[src/rtl/md5_search_controller.sv]
// Issues candidate base words over a programmable range to NUM_PIPES MD5 pipelines and
// qualifies their match flags with a tagged delay line that mirrors pipeline latency.
module md5_search_controller #(
    parameter int unsigned NUM_PIPES = 2,
    parameter int unsigned CNT_WIDTH = 29,
    parameter int unsigned LATENCY   = 66
) (
    input  logic                                     CLK,
    input  logic                                     reset,
    input  logic                                     enable,
    input  logic                                     pause,
    input  logic [CNT_WIDTH-1:0]                     range_start,
    input  logic [CNT_WIDTH-1:0]                     range_end,
    output logic [CNT_WIDTH-1:0]                     candidate_base,
    output logic                                     candidate_valid,
    input  logic [NUM_PIPES-1:0]                     found_vec,
    output logic [CNT_WIDTH+$clog2(NUM_PIPES)-1:0]   found_value,
    output logic                                     status_running,
    output logic                                     status_paused,
    output logic                                     status_warming,
    output logic                                     status_draining,
    output logic                                     status_found,
    output logic                                     status_done
);

    localparam int unsigned LANE_BITS = $clog2(NUM_PIPES);
    localparam int unsigned LW        = (LANE_BITS > 0) ? LANE_BITS : 1;
    localparam int unsigned FV_W      = CNT_WIDTH + LANE_BITS;

    typedef enum logic [2:0] {StIdle, StRun, StPause, StDrain, StDone} state_e;

    state_e               state_q, state_d;
    logic [CNT_WIDTH-1:0] base_q, base_d;
    logic [CNT_WIDTH-1:0] end_q, end_d;
    logic                 valid_q, valid_d;
    logic [FV_W-1:0]      fv_q, fv_d;
    logic                 running_q, running_d;
    logic                 paused_q, paused_d;
    logic                 warming_q, warming_d;
    logic                 draining_q, draining_d;
    logic                 found_q, found_d;
    logic                 done_q, done_d;

    logic [LATENCY-1:0]   tag_q;
    logic [CNT_WIDTH-1:0] tag_base_q [LATENCY];
    logic                 tag_clear;
    logic                 tags_pending;
    logic                 hit;
    logic [LW-1:0]        hit_lane;
    logic [FV_W-1:0]      hit_value;

    // Pending looks at the line's next contents so DONE lands the cycle after the last tag exits.
    always_comb begin
        hit_lane = '0;
        for (int i = int'(NUM_PIPES) - 1; i >= 0; i--) begin
            if (found_vec[i]) hit_lane = LW'(i);
        end
        hit       = tag_q[LATENCY-1] && (|found_vec);
        hit_value = (FV_W'(tag_base_q[LATENCY-1]) << LANE_BITS) | FV_W'(hit_lane);
        tags_pending = valid_q;
        for (int i = 0; i < int'(LATENCY) - 1; i++) begin
            tags_pending = tags_pending | tag_q[i];
        end
    end

    always_comb begin
        state_d   = state_q;
        base_d    = base_q;
        end_d     = end_q;
        valid_d   = 1'b0;
        fv_d      = fv_q;
        found_d   = found_q;
        done_d    = done_q;
        warming_d = 1'b0;
        tag_clear = 1'b0;

        unique case (state_q)
            StIdle: begin
                if (enable) begin
                    tag_clear = 1'b1;
                    found_d   = 1'b0;
                    fv_d      = '0;
                    if (range_start <= range_end) begin
                        end_d     = range_end;
                        base_d    = range_start;
                        valid_d   = 1'b1;
                        done_d    = 1'b0;
                        warming_d = 1'b1;
                        state_d   = StRun;
                    end else begin
                        done_d  = 1'b1;
                        state_d = StDone;
                    end
                end
            end
            StRun, StPause, StDrain: begin
                if (!enable) begin
                    tag_clear = 1'b1;
                    found_d   = 1'b0;
                    done_d    = 1'b0;
                    fv_d      = '0;
                    state_d   = StIdle;
                end else if (hit) begin
                    fv_d    = hit_value;
                    found_d = 1'b1;
                    done_d  = 1'b1;
                    state_d = StDone;
                end else begin
                    warming_d = warming_q && !tag_q[LATENCY-1];
                    if (state_q == StRun) begin
                        // Last base stays put so an all-ones range_end never wraps.
                        if (base_q == end_q) begin
                            state_d = StDrain;
                        end else begin
                            base_d = base_q + CNT_WIDTH'(1);
                            if (pause) state_d = StPause;
                            else       valid_d = 1'b1;
                        end
                    end else if (state_q == StPause) begin
                        if (!pause) begin
                            valid_d = 1'b1;
                            state_d = StRun;
                        end
                    end else if (!tags_pending) begin
                        found_d = 1'b0;
                        done_d  = 1'b1;
                        state_d = StDone;
                    end
                end
            end
            StDone: begin
                if (!enable) state_d = StIdle;
            end
            default: state_d = StIdle;
        endcase

        running_d  = (state_d == StRun) || (state_d == StDrain);
        paused_d   = (state_d == StPause);
        draining_d = (state_d == StDrain);
    end

    always_ff @(posedge CLK or posedge reset) begin
        if (reset) begin
            state_q    <= StIdle;
            base_q     <= '0;
            end_q      <= '0;
            valid_q    <= 1'b0;
            fv_q       <= '0;
            running_q  <= 1'b0;
            paused_q   <= 1'b0;
            warming_q  <= 1'b0;
            draining_q <= 1'b0;
            found_q    <= 1'b0;
            done_q     <= 1'b0;
            tag_q      <= '0;
        end else begin
            state_q    <= state_d;
            base_q     <= base_d;
            end_q      <= end_d;
            valid_q    <= valid_d;
            fv_q       <= fv_d;
            running_q  <= running_d;
            paused_q   <= paused_d;
            warming_q  <= warming_d;
            draining_q <= draining_d;
            found_q    <= found_d;
            done_q     <= done_d;
            if (tag_clear) begin
                tag_q <= '0;
            end else begin
                tag_q[0] <= valid_q;
                for (int i = 1; i < int'(LATENCY); i++) tag_q[i] <= tag_q[i-1];
            end
        end
    end

    always_ff @(posedge CLK) begin
        tag_base_q[0] <= base_q;
        for (int i = 1; i < int'(LATENCY); i++) tag_base_q[i] <= tag_base_q[i-1];
    end

    assign candidate_base  = base_q;
    assign candidate_valid = valid_q;
    assign found_value     = fv_q;
    assign status_running  = running_q;
    assign status_paused   = paused_q;
    assign status_warming  = warming_q;
    assign status_draining = draining_q;
    assign status_found    = found_q;
    assign status_done     = done_q;

endmodule

[config.mk]
export PLATFORM = sky130hd
export DESIGN_NAME = md5_search_controller
export DESIGN_NICKNAME = d
export VERILOG_FILES = /design/src/rtl/md5_search_controller.sv
export SDC_FILE = /design/constraint.sdc
export NUM_CORES = 1
export LEC_CHECK = 0
export ABC_AREA = 1
export CAP_MARGIN = 20
export CORE_ASPECT_RATIO = 0.8
export CORE_MARGIN = 4
export CORE_UTILIZATION = 30
export DETAILED_ROUTE_END_ITERATION = 7
export PLACE_DENSITY = 0.51
export SYNTH_ARGS = -nofsm -noshare
export SYNTH_HDL_FRONTEND = slang
export SYNTH_SLANG_ARGS = --single-unit
[constraint.sdc]
create_clock -name CLK -period 5.82 [get_ports CLK]
set_clock_uncertainty 0.15 [all_clocks]
set_input_delay 0.582 -clock CLK [delete_from_list [all_inputs] [get_ports CLK]]
set_output_delay 0.582 -clock CLK [all_outputs]
set_load 0.01 [all_outputs]
# Word level (Yosys, flattened, before mapping)
# Memories as Yosys holds them, arrays and structs flattened.
# Index checks and enable logic that the tools add are counted.
# classes
n_addsub	1
n_lt_le_gt_ge	1
n_eq_ne	18
mux	56
bitwise	66
n_reduce_logical	12
# op_table
op	count
29-bit two-way mux	6
30-bit two-way mux	3
66-bit two-way mux	1
1-bit OR	65
30-bit one-hot mux with 2 select lines	1
29-bit one-hot mux with 2 select lines	1
3-bit two-way mux	11
30-bit by 1-bit OR with 30-bit output	1
29-bit by 1-bit adder with 29-bit output (second input constant)	1
29-bit equality test	1
29-bit <= comparator	1
1-bit two-way mux	27
3-bit by 2-bit equality test with 1-bit output (second input constant)	4
2-bit inequality test (second input constant)	6
4-bit inequality test (second input constant)	3
1-bit one-hot mux with 2 select lines	5
3-bit one-hot mux with 3 select lines	1
7-bit AND reduction	1
3-bit by 1-bit equality test with 1-bit output (second input constant)	2
3-bit AND reduction	2
5-bit AND reduction	1
3-bit equality test (second input constant)	1
3-bit zero test	1
3-bit inequality test (second input constant)	1
6 further kinds	7
# word_totals
regBits	164
ramBits	1914
input_bits	64
out_inout_bits	66
n_memories	1
# memory_table
name	depth	word_bits	read_ports	rd_clocked_by_memory_dff	wr	line	text
tag_base_q	66	29	66	0	66	45	logic [CNT_WIDTH-1:0] tag_base_q [LATENCY];

# Longest topological paths before layout
# Gate-level depths: netlist (run 1).
# depth
word_depth	73
ltp_mapped	16
mapped_depth_nobuf	14

# Worst setup path before layout (run 1)
# Ideal clock, no wire load.
# synth_timing
kind	input port to flip-flop
from	input range_end[12]
to	register base_q[3], in the netlist candidate_base[3]
setup_ps	117
t_arrival_ps	2039
t_required_ps	5553
path_slack_ps	3513
stages	14
path_buffers	2
path_cell_list	inv_1 > ha_1 > nand2_1 > nor2_1 > nor3b_2 > nand2_1 > nand2_1 > nand2_1 > nand2_1 > nand3b_1 > buf_4 > buf_6 > nand3_1 > nand2_1
# synth_via
elab_chain_cells	3
# synth_lines
element	line	text
from (decl)	13	input logic [CNT_WIDTH-1:0] range_end,
29-bit <= comparator	83	if (range_start <= range_end) begin
2-bit inequality test (no source line)	n/a	
7-bit AND reduction (no source line)	n/a	
to (signal assigned)	158	base_q <= base_d;
to (decl)	33	logic [CNT_WIDTH-1:0] base_q, base_d;
# No other way between the ends.
# A chain may end at the register's enable or synchronous reset.

# Final worst setup path (run 1)
# layout_timing
from	register state_q[0]
to	register running_q, in the netlist status_running
# layout_via
elab_chain_cells	8
elab_cells_between_ends	20
cone_classes	eq/ne: 6; mux: 11; reduce/logical: 3
# layout_lines
element	line	text
from (decl)	32	state_e state_q, state_d;
from (signal assigned)	144	state_q <= StIdle;
from (signal assigned)	157	state_q <= state_d;
3-bit by 2-bit equality test with 1-bit output (tied with other cells)	77, 119	
3-bit two-way mux (on tied branches)	119, 112	
3-bit two-way mux	110	if (state_q == StRun) begin
3-bit two-way mux	103	end else if (hit) begin
3-bit two-way mux	97	if (!enable) begin
3-bit one-hot mux with 3 select lines (*)	77	unique case (state_q)
3-bit by 1-bit equality test with 1-bit output or 3-bit by 2-bit equality test with 1-bit output (tied branches)	137	running_d = (state_d == StRun) || (state_d == StDrain);
1-bit logical OR (*)	137	
net running_d	37	logic running_q, running_d;
to (signal assigned)	162	running_q <= running_d;
to (decl)	37	
# The timed path passes the listed nets; every way through them passes the cells marked *.

==> flow_summary.json, run 1 <==
{
  "syn-num-nets": 3168,
  "drv_slew": 0,
  "synthAdderAreaFrac_pct": 0.799,
  "cts_buffers": 183,
  "routed_wl_um": 64100,
  "setup_viol": 0,
  "die_x_um": 451,
  "clkSinkCount": 2078,
  "maxCapViolCount": 0,
  "std_cell_rows": 129,
  "post-cts-setup-buffer-count": 0,
  "hpwl_um": 37700,
  "synth.area.mux_share_pct": 0,
  "syn_inst": 3074,
  "antenna_found_initial": 6,
  "hold_class": "reg2reg",
  "final_common_cell": "dfxtp_1",
  "grt_use_met2_pct": 11.2,
  "cts_root_buf": "clkbuf_16",
  "ys_warn_count": 0,
  "drc": 0,
  "syn_avg_cell_area_um2": 15.3,
  "finalCriticalPeriod_ps": 3560,
  "rsz0062_at_grt": "no",
  "grt_overflow": 0,
  "use_met3_pct": 2.86,
  "fin_nets": 3451,
  "hp-start": "tag_base_q[12][27]$_DFF_P_",
  "via_per_inst": 3.54,
  "crit_type": "reg2reg",
  "grt_pass1_vias": 19400,
  "fillers": 14700,
  "r2r-start": "state_q[0]$_DFF_PP0_",
  "wl_per_cell_um": 11.4,
  "finalCritPeriodShare_pct": 61.2,
  "startpoint_type": "register",
  "drt.antenna.violating_nets": 0,
  "ctsLongestPathBuffers": 3,
  "finalPower_w": 0.0338,
  "timing.rr.end": "status_running$_DFF_PP0_",
  "ys_ff_latch": 2078,
  "drive_above_1_share_pct": 9.02,
  "seq_area_frac_synth_pct": 90.3,
  "relSlewSlack_pct": 35.8,
  "final_cell_mix": "1914 x dfxtp_1, 318 x nand2_1, 189 x clkbuf_16",
  "grt_util_met1_pct": 11.0,
  "fin_util_pct": 36.8,
  "ctsHoldBuffers": 0,
  "reg2regPathDepth": 9,
  "gp_congestion": 0.774,
  "first_iter_violations": 1018,
  "clock_latency_ps": 750,
  "htree_num_levels": 4,
  "cts_resized": 0,
  "vias": 19800,
  "ys_types": 32,
  "grt_max_degree": 75,
  "grt_pass1_wl_um": 104000,
  "max_slew.worst_pin.slew_ps": 963,
  "port_buffers": 129,
  "grt_use_total_pct": 8.05,
  "cp.arrival_ps": 4030,
  "coreArea_um2": 155000,
  "num_io_pins": 130,
  "dieArea_um2": 163000,
  "initial_core_util_pct": 30.3,
  "die_h_um": 362,
  "power_density_nw_per_um2": 592,
  "area_growth_pct": 21.4,
  "synth-compound-area-share_pct": 1.14,
  "synth-xor-area-share_pct": 0.690,
  "endpoint_kind": "register",
  "synthSimpleGateAreaFrac_pct": 5.16,
  "hold_depth": 0,
  "finalHoldViolCount": 0,
  "cts_tree": "yes",
  "first_pass_iters": 6,
  "outcome": "finished, final reports clean",
  "netlist_area_um2": 47000,
  "required_ps": 6290,
  "hold_path_end": "tag_base_q[13][27]$_DFF_P_",
  "r2r_slack_ps": 2260,
  "synth_top_family_by_area": "simple AND/OR/NAND/NOR gates",
  "max_freq_mhz": 281,
  "top_usage_layer": "met2",
  "ir_drop_v": 0.000331,
  "fin_tns_setup_ps": 0,
  "critical_path.max_fanout": 34,
  "clk_pin_slew_worst_paths_ps": 60,
  "leakagePower_nw": 23.9
}
[routing by layer]
layer	vias to the layer above	wire [um]
li1	10100	-
met1	9245	32600
met2	377	25100
met3	154	4370
met4	0	1950
met5	-	0
[kinds of logic after synthesis]
group,after synthesis
flip-flops,2078
AND/OR/NAND/NOR,600
buffers and inverters,228
AO/OA/AOI/OAI,101
XOR/XNOR,37
adder cells (fa/ha/maj),30
[registers in the layout (all words and copies together), names as in the netlist]
signal / flops
state_q: 3
status_running: 1
candidate_valid: 1
status_done: 1
status_paused: 1
tag_base_q: 1914
status_found: 1
status_warming: 1
candidate_base: 29
end_q: 29
status_draining: 1
tag_q: 66
found_value: 30
[how the worst max path moves through the flow]
stage | from | to | slack, ps | depth (start not counted)
2_1_floorplan | reset | candidate_base[0]$_DFFE_PP0P_ | 650 | 1
3_3_place_gp | range_end[28] | candidate_base[4]$_DFFE_PP0P_ | 1960 | 11
3_5_place_dp | range_end[20] | candidate_base[4]$_DFFE_PP0P_ | 1930 | 12
4_1_cts | state_q[0]$_DFF_PP0_ | status_running$_DFF_PP0_ | 2160 | 9
5_1_grt | state_q[0]$_DFF_PP0_ | status_running$_DFF_PP0_ | 1890 | 9
6_report | state_q[0]$_DFF_PP0_ | status_running$_DFF_PP0_ | 2260 | 9
[synth_stat cells]
cell type / n / area share (%)
nor3b_2: 1 / 0.027
nor4_1: 1 / 0.013
o21ai_1: 12 / 0.13
o2111a_1: 1 / 0.024
dfrtp_1: 164 / 8.7
inv_1: 181 / 1.4
nand3b_1: 5 / 0.080
buf_6: 4 / 0.096
a21boi_0: 2 / 0.032
xor2_1: 22 / 0.41
o21ai_0: 63 / 0.67
nand2_1: 319 / 2.5
nor2_2: 2 / 0.027
a21oi_1: 14 / 0.15
o21a_1: 1 / 0.016
nand3_1: 75 / 0.80
nor2_1: 173 / 1.4
a31oi_1: 5 / 0.067
o2111ai_1: 1 / 0.019
nand2_2: 1 / 0.013
buf_4: 1 / 0.016
buf_2: 22 / 0.23
inv_2: 6 / 0.048
nand4_1: 10 / 0.13
nor3_1: 13 / 0.14
dfxtp_1: 1914 / 82
a21o_1: 1 / 0.016
o21ai_2: 1 / 0.019
ha_1: 30 / 0.80
xnor2_1: 15 / 0.28
buf_1: 1 / 0.0080
clkbuf_1: 13 / 0.10
[report_power, final]
part | total (W) | internal, W | switching [W]
Sequential | 0.0201 | 0.0188 | 0.00126
Combinational | 0.00170 | 0.000627 | 0.00107
Clock | 0.0120 | 0.00698 | 0.00503
Total | 0.0338 | 0.0264 | 0.00737
[worst max-delay path: stages, from the launching register on]
cell,delay (ps)
dfrtp_1,410
nor2_2,90
nor2_1,90
buf_4,400
inv_2,440
nor2_4,820
inv_1,230
nor2_1,280
nand2_1,130
o21ai_0,360
[metrics by stage]
| step | hold slack (ps) | cells | cell area [um^2] | worst slack [ps] |
|---|---|---|---|---|
| floorplan | 160 | 3074 | 47000 | 655 |
| global placement | 160 | 5267 | 50800 | 1960 |
| detailed placement | 162 | 5268 | 50800 | 1930 |
| CTS | 110 | 5600 | 57100 | 2160 |
| global route | 115 | 5601 | 57100 | 1890 |
| finish | 124 | 5603 | 57100 | 2260 |
[area by class of cell]
type | instances | area [um^2] | share of cell area (%)
well taps | 2096 | 2620 | 4.59
inverters | 187 | 707 | 1.24
diodes | 3 | 7.51 | 0.0132
repair buffers | 139 | 1380 | 2.42
flip-flops and latches | 2078 | 42400 | 74.3
multi-input cells | 768 | 3680 | 6.44
clock inverters | 60 | 791 | 1.39
clock buffers | 272 | 5470 | 9.59
No activity file was read; power rests on OpenSTA's default activity.
==> run 2: changes to the inputs <==
Settings changed: PLACE_DENSITY 0.51 to 0.52.
Clock period 5.82 ns to 3.04 ns, I/O delays scaled along.
==> flow_summary.json, run 2 (synthesized netlist as in run 1, its figures left out) <==
{
  "outcome": "finished, final reports clean",
  "ir_drop_v": 0.000617,
  "drive_above_1_share_pct": 9.72,
  "fin_cells": 5648,
  "top_register": "tag_base_q",
  "die_h_um": 362,
  "hold_class": "in2reg",
  "initial_core_util_pct": 30.3,
  "port_buffers": 129,
  "htree_num_levels": 4,
  "place_inst": 5296,
  "wl_per_cell_um": 11.3,
  "endpoint_kind": "register",
  "cp.arrival_ps": 3170,
  "clk_pin_slew_worst_paths_ps": 60,
  "drc": 0,
  "cts_resized": 0,
  "max_slew.worst_pin.slew_ps": 645,
  "stdcell_area_um2": 57300,
  "drt.antenna.violating_nets": 0,
  "drv_slew": 0,
  "p_int_w": 0.0503,
  "p_comb_share_pct": 6.0,
  "cp_slowest_cell": "dlygate4sd3_1",
  "cts_tree": "yes",
  "die_x_um": 451,
  "maxCapViolCount": 0,
  "p_sw_share_pct": 21.7,
  "gp_congestion": 0.767,
  "ctsLongestPathBuffers": 3,
  "setup_viol": 0,
  "final_common_cell": "dfxtp_1",
  "hpwl_um": 39000,
  "power_density_nw_per_um2": 1120,
  "fin_tns_setup_ps": 0,
  "clock_latency_ps": 760,
  "ff_latch_area_um2": 42400,
  "place_area_um2": 51100,
  "fillers": 14700,
  "multiInputGateArea_um2": 3680,
  "finalHoldViolCount": 0,
  "finalPower_w": 0.0642,
  "setup_ws_ps": 381,
  "startpoint_type": "primary input",
  "vias": 19900,
  "critical_path.max_fanout": 57,
  "std_cell_rows": 129,
  "routed_wl_um": 64100,
  "max_freq_mhz": 376,
  "final_cell_mix": "1914 x dfxtp_1, 318 x nand2_1, 184 x clkbuf_16",
  "dieArea_um2": 163000,
  "cts_buffers": 177,
  "grt_overflow": 0,
  "relSlewSlack_pct": 56.5,
  "leakagePower_nw": 24.1,
  "grt_pass1_vias": 19300,
  "pre_cts_ws_ps": 173,
  "seqPwrFrac_pct": 59.4,
  "power.share.clock_pct": 34.6,
  "grt_pass1_wl_um": 103000,
  "first_iter_violations": 954,
  "grt_use_total_pct": 8.03,
  "clkSinkCount": 2078,
  "coreArea_um2": 155000,
  "via_per_inst": 3.52,
  "crit_chain": "dlygate4sd3_1 -> clkdlybuf4s50_1 -> inv_1 -> ha_1 -> nand2_1 -> nor2_1 -> nand4_1 -> nor2_1 -> nand2_1 -> nand2_1 -> nand2_1 -> nand2_1 -> buf_12 -> nand2_1 -> o21ai_0",
  "antenna_found_initial": 2,
  "max_stage_delay_ps": 520,
  "first_pass_iters": 5,
  "rsz0062_at_grt": "no",
  "required_ps": 3560,
  "cts_root_buf": "clkbuf_16",
  "fin_nets": 3501,
  "crit_top_cell": "nand2_1",
  "crit_type": "in2reg",
  "finalCritPeriodShare_pct": 87.5,
  "area_growth_pct": 22.0,
  "num_io_pins": 130,
  "largest_reg_flops": 1914,
  "grt_max_degree": 99,
  "p_sw_w": 0.0139,
  "finalCriticalPeriod_ps": 2660
}
[run 2: final timing paths]
| check | startpoint | end | slack [ps] | cells after the start |
|---|---|---|---|---|
| max | range_end[20] | end_q[11]$_DFFE_PP0P_ | 380 | 15 |
| min | range_end[13] | end_q[13]$_DFFE_PP0P_ | 90 | 3 |
| max reg2reg | candidate_base[4]$_DFFE_PP0P_ | candidate_base[24]$_DFFE_PP0P_ | 540 | 9 |
| min reg2reg | tag_base_q[18][20]$_DFF_P_ | tag_base_q[19][20]$_DFF_P_ | 160 | 0 |
| max in group asynchronous | reset | end_q[7]$_DFFE_PP0P_ | 1600 | 4 |
| min in group asynchronous | reset | found_value[8]$_DFFE_PP0P_ | 630 | 4 |
[run 2: per-stage QoR]
step	hold WS, ps	util [%]
after detailed placement	162	32.9
after global routing	38.7	36.9
after floorplan	160	-
after global placement	160	32.9
final	86.8	37.0
after CTS	2.02	36.9
[run 2: power groups by stage]
| stage | Clock [W] | Combinational (W) | Sequential, W |
|---|---|---|---|
| after CTS | 0.0232 | 0.00392 | 0.0383 |
| after detailed placement | 0 | 0.00386 | 0.0389 |
| after global routing | 0.0244 | 0.00432 | 0.0391 |
| after global placement | 0 | 0.00386 | 0.0385 |
| after floorplan | 0 | 0.00191 | 0.0381 |
| final | 0.0222 | 0.00385 | 0.0381 |
[run 2: final cells by class]
class | instances | share of cell area, %
sequential | 2078 | 74.0
clock buffer | 259 | 9.33
multi-input combinational | 768 | 6.42
tap | 2096 | 4.58
timing repair buffer | 195 | 3.33
inverter | 187 | 1.23
clock inverter | 63 | 1.10
antenna | 2 | 0.00873
[run 2: worst max-delay path: cells and delay by family]
| family | cells | cell delay, ps |
|---|---|---|
| buf+inv | 4 | 1300 |
| simple gates | 9 | 1200 |
| fa+ha+maj | 1 | 290 |
| compound gates | 1 | 80 |
[run 2: metal layers]
metal	global-route usage [%]	routed length (um)	vias to the layer above
met3	3.54	5430	135
met5	0	0	-
li1	-	-	10200
met4	3.28	1540	0
met1	11.0	32400	9194
met2	11.0	24700	404
[run 2: repair_timing]
action	4_1_cts	5_1_grt
hold endpoints to repair	44	0
setup endpoints to repair	0	0
setup buffers	0	0
hold buffers	28	0
